--- src/rtl/sha3_sponge_ctrl.sv ---
// sha3_sponge_ctrl: sponge sequencer in front of a Keccak-f[1600] core.
// Absorbs an AXI-Stream message as lane-XOR writes, applies multi-rate
// padding, runs ROUNDS-round permutations and then holds the squeeze stage
// until it reports Last.
//
// Build option:
//   SHA3_KECCAK_PAD_EN  defined   -> domain byte 0x01 (original Keccak)
//                       undefined -> domain byte 0x06 (FIPS 202 SHA-3)
//
// State table (state | meaning):
//   IDLE    | waiting for the first beat of a message; no handshake
//   CLEAR   | state_clr pulse is on the bus; word counter rewinds
//   ABSORB  | accepting words, one XOR write per accepted beat
//   PAD     | emitting pad words up to the end of the rate block
//   PERMUTE | issuing ROUNDS consecutive round_en cycles
//   SQUEEZE | holding sq_ready/sq_tuser/sq_mode until sq_last
//
// Every output is a register. A write or round issued by a state becomes
// visible the cycle after it is issued, so the last absorb/pad write of a
// block lands in the first PERMUTE cycle and the first round follows it.

module sha3_sponge_ctrl #(
    parameter int DATA_WIDTH = 16,
    parameter int ROUNDS     = 24
) (
    input  logic                  ACLK,
    input  logic                  ARESETN,
    input  logic [DATA_WIDTH-1:0] s_tdata,
    input  logic                  s_tvalid,
    output logic                  s_tready,
    input  logic                  s_tlast,
    input  logic [1:0]            s_tuser,
    input  logic                  lite_mode,
    output logic                  state_clr,
    output logic                  absorb_we,
    output logic [7:0]            absorb_idx,
    output logic [DATA_WIDTH-1:0] absorb_data,
    output logic                  round_en,
    output logic [4:0]            round_idx,
    output logic                  sq_ready,
    output logic [1:0]            sq_tuser,
    output logic                  sq_mode,
    input  logic                  sq_last,
    output logic                  busy
);

`ifdef SHA3_KECCAK_PAD_EN
    localparam logic [7:0] DOMAIN_BYTE = 8'h01;
`else
    localparam logic [7:0] DOMAIN_BYTE = 8'h06;
`endif

    // First pad word carries the domain byte in byte 0; the last word of the
    // rate block carries the closing 1 bit in its top bit.
    localparam logic [DATA_WIDTH-1:0] PAD_FIRST = DATA_WIDTH'(DOMAIN_BYTE);
    localparam logic [DATA_WIDTH-1:0] PAD_LAST  = {1'b1, {(DATA_WIDTH-1){1'b0}}};

    // Rate in stream words for each variant (224/256/384/512).
    localparam logic [7:0] RW_224 = 8'(1152 / DATA_WIDTH);
    localparam logic [7:0] RW_256 = 8'(1088 / DATA_WIDTH);
    localparam logic [7:0] RW_384 = 8'(832 / DATA_WIDTH);
    localparam logic [7:0] RW_512 = 8'(576 / DATA_WIDTH);

    localparam logic [4:0] RCNT_LAST = 5'(ROUNDS - 1);

    typedef enum logic [2:0] {
        IDLE    = 3'd0,
        CLEAR   = 3'd1,
        ABSORB  = 3'd2,
        PAD     = 3'd3,
        PERMUTE = 3'd4,
        SQUEEZE = 3'd5
    } state_t;

    state_t     state;
    logic [7:0] wcnt;
    logic [7:0] rw;
    logic [7:0] rw_last;
    logic [4:0] rcnt;
    logic [1:0] tuser_q;
    logic       last_seen;
    logic       pad_done;
    logic       pad_first;
    logic       accept;
    logic       at_block_end;

    function automatic logic [7:0] rate_words(input logic [1:0] variant);
        logic [7:0] words;
        case (variant)
            2'd0:    words = RW_224;
            2'd1:    words = RW_256;
            2'd2:    words = RW_384;
            default: words = RW_512;
        endcase
        return words;
    endfunction

    assign accept       = s_tvalid & s_tready;
    assign rw_last      = rw - 8'd1;
    assign at_block_end = (wcnt == rw_last);

    // Sponge sequencer: state, counters, flags and every registered output.
    always_ff @(posedge ACLK or negedge ARESETN) begin
        if (!ARESETN) begin
            state       <= IDLE;
            wcnt        <= 8'd0;
            rw          <= 8'd0;
            rcnt        <= 5'd0;
            tuser_q     <= 2'd0;
            last_seen   <= 1'b0;
            pad_done    <= 1'b0;
            pad_first   <= 1'b0;
            s_tready    <= 1'b0;
            state_clr   <= 1'b0;
            absorb_we   <= 1'b0;
            absorb_idx  <= 8'd0;
            absorb_data <= '0;
            round_en    <= 1'b0;
            round_idx   <= 5'd0;
            sq_ready    <= 1'b0;
            sq_tuser    <= 2'd0;
            sq_mode     <= 1'b0;
            busy        <= 1'b0;
        end else begin
            // Strobes are single-cycle unless a state re-asserts them.
            state_clr <= 1'b0;
            absorb_we <= 1'b0;
            round_en  <= 1'b0;

            case (state)
                IDLE: begin
                    s_tready <= 1'b0;
                    sq_ready <= 1'b0;
                    sq_tuser <= 2'd0;
                    sq_mode  <= 1'b0;
                    if (s_tvalid) begin
                        // Variant is taken from the first beat only; the beat
                        // itself is accepted later in ABSORB.
                        tuser_q   <= s_tuser;
                        rw        <= rate_words(s_tuser);
                        state_clr <= 1'b1;
                        busy      <= 1'b1;
                        state     <= CLEAR;
                    end
                end

                CLEAR: begin
                    wcnt      <= 8'd0;
                    rcnt      <= 5'd0;
                    last_seen <= 1'b0;
                    pad_done  <= 1'b0;
                    pad_first <= 1'b0;
                    s_tready  <= 1'b1;
                    state     <= ABSORB;
                end

                ABSORB: begin
                    if (accept) begin
                        absorb_we   <= 1'b1;
                        absorb_idx  <= wcnt;
                        absorb_data <= s_tdata;
                        if (at_block_end) begin
                            // Block full; a tlast here means a whole pad
                            // block follows this permutation.
                            s_tready  <= 1'b0;
                            last_seen <= s_tlast;
                            rcnt      <= 5'd0;
                            state     <= PERMUTE;
                        end else if (s_tlast) begin
                            s_tready  <= 1'b0;
                            last_seen <= 1'b1;
                            pad_first <= 1'b1;
                            wcnt      <= wcnt + 8'd1;
                            state     <= PAD;
                        end else begin
                            wcnt <= wcnt + 8'd1;
                        end
                    end
                end

                PAD: begin
                    absorb_we   <= 1'b1;
                    absorb_idx  <= wcnt;
                    absorb_data <= (pad_first    ? PAD_FIRST : '0) |
                                   (at_block_end ? PAD_LAST  : '0);
                    pad_first   <= 1'b0;
                    if (at_block_end) begin
                        pad_done <= 1'b1;
                        rcnt     <= 5'd0;
                        state    <= PERMUTE;
                    end else begin
                        wcnt <= wcnt + 8'd1;
                    end
                end

                PERMUTE: begin
                    round_en  <= 1'b1;
                    round_idx <= rcnt;
                    if (rcnt == RCNT_LAST) begin
                        rcnt <= 5'd0;
                        if (pad_done) begin
                            state <= SQUEEZE;
                        end else if (last_seen) begin
                            wcnt      <= 8'd0;
                            pad_first <= 1'b1;
                            state     <= PAD;
                        end else begin
                            // Re-open the stream so the next word can be
                            // taken while the final round is on the bus.
                            wcnt     <= 8'd0;
                            s_tready <= 1'b1;
                            state    <= ABSORB;
                        end
                    end else begin
                        rcnt <= rcnt + 5'd1;
                    end
                end

                SQUEEZE: begin
                    sq_ready <= 1'b1;
                    sq_tuser <= tuser_q;
                    sq_mode  <= lite_mode;
                    if (sq_ready && sq_last) begin
                        // sq_ready stays up one more cycle; IDLE drops it.
                        last_seen <= 1'b0;
                        pad_done  <= 1'b0;
                        busy      <= 1'b0;
                        state     <= IDLE;
                    end
                end

                default: begin
                    s_tready <= 1'b0;
                    busy     <= 1'b0;
                    state    <= IDLE;
                end
            endcase
        end
    end

endmodule

--- config.mk ---
export PLATFORM = sky130hd
export DESIGN_NAME = sha3_sponge_ctrl
export DESIGN_NICKNAME = d
export VERILOG_FILES = /design/src/rtl/sha3_sponge_ctrl.sv
export SDC_FILE = /design/constraint.sdc
export NUM_CORES = 1
export LEC_CHECK = 0
export ABC_AREA = 1
export BUFFER_PORTS_ARGS = -buffer_cell sky130_fd_sc_hd__buf_2
export CAP_MARGIN = 20
export CORE_ASPECT_RATIO = 1.2
export CORE_MARGIN = 10
export CORE_UTILIZATION = 55
export CTS_BUF_LIST = sky130_fd_sc_hd__clkbuf_2 sky130_fd_sc_hd__clkbuf_4 sky130_fd_sc_hd__clkbuf_8
export DETAILED_ROUTE_END_ITERATION = 7
export PLACE_DENSITY = 0.79
export SLEW_MARGIN = 0
export SYNTH_ARGS = -nofsm -noshare
export SYNTH_HDL_FRONTEND = slang
export SYNTH_SLANG_ARGS = --single-unit
--- constraint.sdc ---
create_clock -name ACLK -period 2.7 [get_ports ACLK]
set_clock_uncertainty 0.15 [all_clocks]
set_input_delay 0.54 -clock ACLK [delete_from_list [all_inputs] [get_ports ACLK]]
set_output_delay 0.54 -clock ACLK [all_outputs]
set_load 0.02 [all_outputs]
==> results of run 1 <==
==> per-stage QoR <==
| step | instances | power, mW | area [um^2] | setup WS, ns |
|---|---|---|---|---|
| after floorplan | 343 | 2.95 | 3070 | 0.791 |
| after global placement | 462 | 3.36 | 3430 | 0.192 |
| after detailed placement | 462 | 3.41 | 3430 | 0.113 |
| after CTS | 479 | 4.41 | 3690 | 0.0570 |
| after global routing | 479 | 4.72 | 3690 | 0.240 |
| final | 479 | 4.39 | 3690 | 0.413 |
==> flip-flops by register name, indices dropped and copies added (netlist names), 2 cells and up <==
name,cells
state,3
absorb_data,16
rw,5
round_idx,5
tuser_q,2
wcnt,8
sq_tuser,2
rcnt,5
absorb_idx,8
==> routing by layer <==
| metal | routed length [um] | GRT usage [%] | part of all wire, % | up-vias |
|---|---|---|---|---|
| met5 | 0 | 0 | 0 | - |
| met3 | 480 | 3.82 | 6.8 | 14 |
| met2 | 3270 | 25.5 | 47 | 83 |
| met1 | 3110 | 20.9 | 44 | 1220 |
| met4 | 158 | 8.09 | 2.3 | 0 |
| li1 | - | - | - | 1268 |
==> where the power goes <==
part	internal (mW)	leakage, nW	switching, mW	total [mW]
Combinational	0.632	1.02	1.30	1.93
Clock	0.614	0.119	0.380	0.994
Sequential	1.26	0.856	0.204	1.47
Total	2.51	1.99	1.88	4.39
==> Yosys cell counts <==
cell type                   n
sky130_fd_sc_hd__nor2_1    14
sky130_fd_sc_hd__o22ai_1    2
sky130_fd_sc_hd__o211ai_1   3
sky130_fd_sc_hd__inv_1     37
sky130_fd_sc_hd__inv_2      5
sky130_fd_sc_hd__clkbuf_1   3
sky130_fd_sc_hd__nand3_1   34
sky130_fd_sc_hd__nand4_1    1
sky130_fd_sc_hd__nand2_2    5
sky130_fd_sc_hd__o21ai_0   21
sky130_fd_sc_hd__nand2_4    4
sky130_fd_sc_hd__xor2_1     7
sky130_fd_sc_hd__nand2_1   84
sky130_fd_sc_hd__a21oi_2    1
sky130_fd_sc_hd__ha_1       3
sky130_fd_sc_hd__a21boi_0   1
sky130_fd_sc_hd__buf_8      1
sky130_fd_sc_hd__a31oi_1    3
sky130_fd_sc_hd__nand3b_1   1
sky130_fd_sc_hd__or2_2      1
sky130_fd_sc_hd__buf_6      1
sky130_fd_sc_hd__nor3_2     1
sky130_fd_sc_hd__nor2_4     3
sky130_fd_sc_hd__xnor2_1    2
sky130_fd_sc_hd__nor3_1     3
sky130_fd_sc_hd__a21boi_2   1
sky130_fd_sc_hd__a21oi_1    6
sky130_fd_sc_hd__buf_2      2
sky130_fd_sc_hd__nor2_2     6
sky130_fd_sc_hd__a22o_1    13
sky130_fd_sc_hd__o21ai_2    8
sky130_fd_sc_hd__dfrtp_1   64
sky130_fd_sc_hd__nand3_2    2
==> kinds of logic (layout without fill, tap and decap cells) <==
group | Yosys count | count (layout)
adders and majority gates | 3 | 3
AOI/OAI and AO/OA | 59 | 59
xor gates and xnor gates | 9 | 9
buffers and inverters | 49 | 123
and+or+nand+nor | 159 | 159
DFF | 64 | 64
==> placed cells by master (no fill, tap or decap), drive strengths merged, types with 4 or more instances in the layout <==
cell type	synthesis	routed
a21oi	7	7
a22o	13	13
buf	4	64
clkbuf	3	9
dfrtp	64	64
inv	42	42
nand2	93	93
nand3	36	36
nor2	23	23
nor3	4	4
o21ai	29	29
xor2	7	7
==> layout make-up <==
cell class / count / area [um^2] / area share [%]
clock buffer: 9 / 124 / 3.36
multi-input combinational: 230 / 1270 / 34.4
timing repair buffer: 65 / 338 / 9.16
inverter: 42 / 158 / 4.27
clock inverter: 7 / 120 / 3.26
sequential: 64 / 1600 / 43.4
tap: 62 / 77.6 / 2.10
==> timing repair <==
action | in CTS | in global routing
hold buffers | 1 | 0
setup endpoints to repair | 0 | 17
endpoints found under the hold margin | 18 | 0
gates resized for setup | 0 | 1
==> worst min path at each step <==
stage / endpoint / slack (ns) / cells after the start
global route: rw[4]$_DFFE_PN0P_ / 0.24 / 2
finish: rw[4]$_DFFE_PN0P_ / 0.25 / 2
CTS: rw[4]$_DFFE_PN0P_ / 0.25 / 2
detailed placement: round_idx[1]$_DFFE_PN0P_ / 0.31 / 2
floorplan: absorb_data[0]$_DFFE_PN0P_ / 0.09 / 0
global placement: last_seen$_DFFE_PN0P_ / 0.31 / 2
==> insert_results.sql, run 1 <==
INSERT INTO impl_metrics (metric_group, metric, value, unit) VALUES
('outcome', 'outcome', 'complete, no violations', ''),
('finish', 'layout-drive-gt1-share', '28.3', '%'),
('critical_path', 'critPathMaxFanout', '22', ''),
('synthesis', 'synth.mux.area_fraction', '0', '%'),
('finish', 'fillCellCount', '446', ''),
('route', 'avgViaCountPerCell', '5.40', ''),
('placement', 'gpl.final_weighted_congestion', '0.876', ''),
('synthesis', 'post_synth_main_area_contributors', 'sky130_fd_sc_hd__dfrtp_1 52%, sky130_fd_sc_hd__nand2_1 10%, sky130_fd_sc_hd__nand3_1 5.5%', ''),
('global_routing', 'grt_pass1_wl', '11600', 'um'),
('critical_path', 'cp_max_stage_cell', 'sky130_fd_sc_hd__dfrtp_1', ''),
('synthesis', 'synth.top_cell.area_share', '52.1', '%'),
('sta', 'aggregate_negative_setup_slack', '0', 'ns'),
('finish', 'post-route-util', '68.7', '%'),
('route', 'route.vias.total', '2585', ''),
('clock_tree', 'clk_pin_slew_worst_paths', '0.08', 'ns'),
('hold_path', 'hold_path.class', 'input port to flip-flop', ''),
('synthesis', 'yosys.area_share.adder', '1.22', '%'),
('synthesis', 'synth_simple_gate_area_share', '24.4', '%'),
('sta', 'max_clock_freq', '437', 'MHz'),
('global_routing', 'grt_pass1_vias', '2467', ''),
('clock_tree', 'clock_tree.root_cell', 'sky130_fd_sc_hd__clkbuf_8', ''),
('critical_path', 'path_depth', '6', ''),
('sta', 'hold-worst-slack', '0.245', 'ns'),
('synthesis', 'yosys.area_share.xor_xnor', '2.56', '%'),
('clock_tree', 'cts_setup_buffers', '0', ''),
('finish', 'antennaDiodeCount', '0', ''),
('critical_path', 'rr_endpoint', 'absorb_data[12]$_DFFE_PN0P_', ''),
('placement', 'buffer_ports.inserted', '61', ''),
('sta', 'post_route_clock_period_utilization', '84.7', '%'),
('sta', 'drv_slew', '0', ''),
('hold_path', 'worst_hold_startpoint', 's_tuser[0]', ''),
('synthesis', 'synth_cell_types', '33', ''),
('floorplan', 'start_util', '57.2', '%'),
('critical_path', 'r2r_start', 'state[2]$_DFFE_PN0P_', ''),
('clock_tree', 'cts-htree-levels', '3', ''),
('critical_path', 'timing.critical_path.cells', 'inv_2, nand3_2, nor2_2, nor2_1, buf_4, a22o_1', ''),
('critical_path', 'cp_endpoint', 'absorb_data[12]$_DFFE_PN0P_', ''),
('synthesis', 'ys_seq_elements', '64', ''),
('finish', 'finish.net_count', '439', ''),
('route', 'drc_markers', '0', ''),
('synthesis', 'netlist.top_cell.by_area', 'sky130_fd_sc_hd__dfrtp_1', ''),
('synthesis', 'ys.warnings.count', '0', ''),
('clock_tree', 'cts.path.max_buffers', '2', ''),
('route', 'ant_nets', '0', ''),
('synthesis', 'main_combinational_cell_family_by_area_after_synthesis', 'simple AND/OR/NAND/NOR gates', ''),
('power_and_ir_drop', 'cellLeakagePower', '1.99', 'nW'),
('floorplan', 'top_level_ports', '62', ''),
('clock_tree', 'tritoncts_clock_tree', 'yes', ''),
('critical_path', 'startpoint', 'state[2]$_DFFE_PN0P_', ''),
('route', 'drt-total-wl', '7010', 'um'),
('critical_path', 'critical_path_buf_inv_count', '2', ''),
('sta', 'slew_headroom', '59.0', '%'),
('route', 'drt-wirelength-per-cell', '14.6', 'um'),
('floorplan', 'floorplan.die.height', '102', 'um'),
('critical_path', 'timing.critical_path.required', '2.78', 'ns'),
('power_and_ir_drop', 'p_per_area', '1190', 'nW/um^2'),
('clock_tree', 'clock_latency', '0.34', 'ns'),
('critical_path', 'ff_to_ff_path_depth', '6', ''),
('clock_tree', 'clock_sink_count', '64', ''),
('floorplan', 'die_area', '8990', 'um^2'),
('flow_run', 'timing.max_cap.violations', '0', ''),
('floorplan', 'fp.dieW', '88.3', 'um'),
('power_and_ir_drop', 'ir_drop', '0.639', 'mV'),
('critical_path', 'setup.worst_path.class', 'flip-flop to flip-flop', ''),
('sta', 'min_period', '2.29', 'ns'),
('critical_path', 'cp_slowest_stage_delay', '0.52', 'ns'),
('global_routing', 'grt_use_total', '16.4', '%'),
('floorplan', 'core_area', '5370', 'um^2'),
('sta', 'setup-violations-final', '0', ''),
('critical_path', 'critPathLaunchType', 'flip-flop', ''),
('global_routing', 'pin_count_of_the_biggest_net_entering_global_routing', '24', '');
Power figures use the tool's default switching activity.
==> run 2, diff against run 1 <==
- CORE_UTILIZATION: 55 -> 51
- PLACE_DENSITY: 0.79 -> 0.77
- clock period: 2.7 -> 2.04 ns (I/O delays scaled with it)
==> insert_results.sql, run 2 (synthesis results as in run 1) <==
INSERT INTO impl_metrics (metric_group, metric, value, unit) VALUES
('outcome', 'outcome', 'complete, no violations', ''),
('critical_path', 'worst-endpoint-arrival', '2.03', 'ns'),
('power_and_ir_drop', 'cellLeakagePower', '2.11', 'nW'),
('route', 'route.vias.total', '2610', ''),
('finish', 'mostFrequentLayoutCells', '80 x sky130_fd_sc_hd__nand2_1, 64 x sky130_fd_sc_hd__dfrtp_1, 61 x sky130_fd_sc_hd__buf_2', ''),
('global_routing', 'grt_overflow_total', '0', ''),
('critical_path', 'critical_path.endpoint_type', 'flip-flop', ''),
('floorplan', 'fp.dieW', '90.9', 'um'),
('critical_path', 'r2r_start', 'rw[2]$_DFFE_PN0P_', ''),
('finish', 'layout-drive-gt1-share', '34.9', '%'),
('hold_path', 'hold_path.class', 'input port to flip-flop', ''),
('placement', 'dp.cells', '491', ''),
('global_routing', 'pin_count_of_the_biggest_net_entering_global_routing', '26', ''),
('sta', 'min_period', '1.96', 'ns'),
('clock_tree', 'clock_sink_count', '64', ''),
('sta', 'hold-worst-slack', '0.126', 'ns'),
('clock_tree', 'clock_latency', '0.34', 'ns'),
('finish', 'largest_register_ff_count', '16', ''),
('finish', 'syn_to_final_growth', '29.1', '%'),
('power_and_ir_drop', 'report.power.total', '6.25', 'mW'),
('critical_path', 'setup.worst_path.class', 'flip-flop to flip-flop', ''),
('sta', 'setup-violations-final', '0', ''),
('clock_tree', 'cts-htree-levels', '3', ''),
('clock_tree', 'clock_tree.root_cell', 'sky130_fd_sc_hd__clkbuf_8', ''),
('power_and_ir_drop', 'ir_drop', '0.828', 'mV'),
('floorplan', 'rows', '30', ''),
('hold_path', 'worst_hold_startpoint', 's_tuser[0]', ''),
('global_routing', 'grt_antenna_before_repair', '0', ''),
('sta', 'max_clock_freq', '510', 'MHz'),
('sta', 'grt_setup_unrepaired', 'true', ''),
('placement', 'place_hpwl', '5640', 'um'),
('sta', 'drv_slew', '0', ''),
('route', 'drt-wirelength-per-cell', '14.6', 'um'),
('finish', 'top_register', 'absorb_data', ''),
('placement', 'placed_standard_cell_area', '3580', 'um^2'),
('route', 'detailedRoute.firstPassIterationCount', '4', ''),
('route', 'drt-total-wl', '7510', 'um'),
('placement', 'buffer_ports.inserted', '61', ''),
('finish', 'antennaDiodeCount', '0', ''),
('route', 'drc_markers', '0', ''),
('flow_run', 'timing.max_cap.violations', '0', ''),
('floorplan', 'core_area', '5740', 'um^2'),
('clock_tree', 'tritoncts_clock_tree', 'yes', ''),
('route', 'initialDrtViolationCount', '72', ''),
('finish', 'layout.cells.most_common', 'sky130_fd_sc_hd__nand2_1', ''),
('sta', 'post_route_clock_period_utilization', '96.2', '%'),
('route', 'ant_nets', '0', ''),
('critical_path', 'critPathMaxFanout', '8', ''),
('sta', 'final_critical_path_setup_slack', '0.0782', 'ns'),
('floorplan', 'top_level_ports', '62', ''),
('route', 'avgViaCountPerCell', '5.09', ''),
('global_routing', 'grt_pass1_vias', '2586', ''),
('floorplan', 'floorplan.die.height', '105', 'um'),
('sta', 'aggregate_negative_setup_slack', '0', 'ns'),
('global_routing', 'grt_pass1_wl', '12300', 'um'),
('placement', 'place_ws', '0.0200', 'ns'),
('clock_tree', 'clk_pin_slew_worst_paths', '0.07', 'ns'),
('floorplan', 'die_area', '9550', 'um^2'),
('sta', 'worst_pin_slew', '0.520', 'ns'),
('finish', 'post-route-util', '69.1', '%'),
('global_routing', 'grt_use_total', '15.5', '%'),
('critical_path', 'timing.critical_path.required', '2.11', 'ns'),
('finish', 'finish.net_count', '455', ''),
('finish', 'top_regs', 'absorb_data: 16 flops, absorb_idx: 8 flops, wcnt: 8 flops', ''),
('placement', 'gpl.final_weighted_congestion', '0.927', ''),
('clock_tree', 'cts.path.max_buffers', '2', ''),
('sta', 'slew_headroom', '65.3', '%'),
('finish', 'final_cells', '513', ''),
('critical_path', 'critPathLaunchType', 'flip-flop', ''),
('clock_tree', 'cts_buffers', '9', ''),
('floorplan', 'start_util', '53.5', '%'),
('power_and_ir_drop', 'p_per_area', '1570', 'nW/um^2'),
('finish', 'post-route-cell-area', '3970', 'um^2'),
('critical_path', 'startpoint', 'rw[2]$_DFFE_PN0P_', ''),
('sta', 'hold_viol', '0', '');
[run 2: cell count changes in the layout (fill, tap and decap cells not counted), moves of 4 or more]
cell                      change
sky130_fd_sc_hd__nand2_1      -4
sky130_fd_sc_hd__nand3_1      -8
sky130_fd_sc_hd__buf_4       +12
sky130_fd_sc_hd__nand3_2      +5
[run 2: worst paths after layout]
check,slack [ns],to,cells past startpoint
max in group asynchronous,0.81,round_idx[1]$_DFFE_PN0P_,3
max,0.08,wcnt[3]$_DFFE_PN0P_,13
min in group asynchronous,0.43,rw[2]$_DFFE_PN0P_,2
min,0.13,rw[4]$_DFFE_PN0P_,2
min reg2reg,0.33,round_idx[3]$_DFFE_PN0P_,2
max reg2reg,0.08,wcnt[3]$_DFFE_PN0P_,13
[run 2: power breakdown]
part	internal, mW	leakage, nW	switching, mW	total, mW
logic	1.12	1.14	1.98	3.10
clock network	0.716	0.110	0.489	1.21
registers	1.67	0.856	0.271	1.94
[run 2: critical path: stages (launching register included)]
cell and delay (ns):
sky130_fd_sc_hd__dfrtp_1 0.37, sky130_fd_sc_hd__inv_2 0.06, sky130_fd_sc_hd__ha_4 0.27, sky130_fd_sc_hd__inv_2 0.02
sky130_fd_sc_hd__nand2_1 0.05, sky130_fd_sc_hd__nand3_1 0.06, sky130_fd_sc_hd__nor2_1 0.12, sky130_fd_sc_hd__nand2_1 0.10
sky130_fd_sc_hd__nor2_4 0.15, sky130_fd_sc_hd__nand2_4 0.12, sky130_fd_sc_hd__nand2_4 0.15, sky130_fd_sc_hd__nand2_8 0.10
sky130_fd_sc_hd__nand3_2 0.09, sky130_fd_sc_hd__o21ai_2 0.05
[run 2: cell type report]
type	instances	area (um^2)
clock inverter	5	81.3
timing repair buffer	80	488
sequential	64	1600
multi-input combinational	231	1400
tap	80	100
clock buffer	11	139
fill	472	1780
inverter	42	158
[run 2: repair_timing]
| item | CTS | global route |
|---|---|---|
| setup endpoints to repair | 0 | 20 |
| hold buffers | 1 | 0 |
| resized for setup | 0 | 26 |
| buffers inserted | 0 | 4 |
| endpoints found under the hold margin | 19 | 0 |
[run 2: routing by layer]
metal	vias up	global-route usage, %	share of wire (%)
met5	-	0	0
met4	0	7.51	1.6
met3	11	4.80	7.5
met2	79	24.0	47
met1	1218	19.3	44
li1	1302	-	-
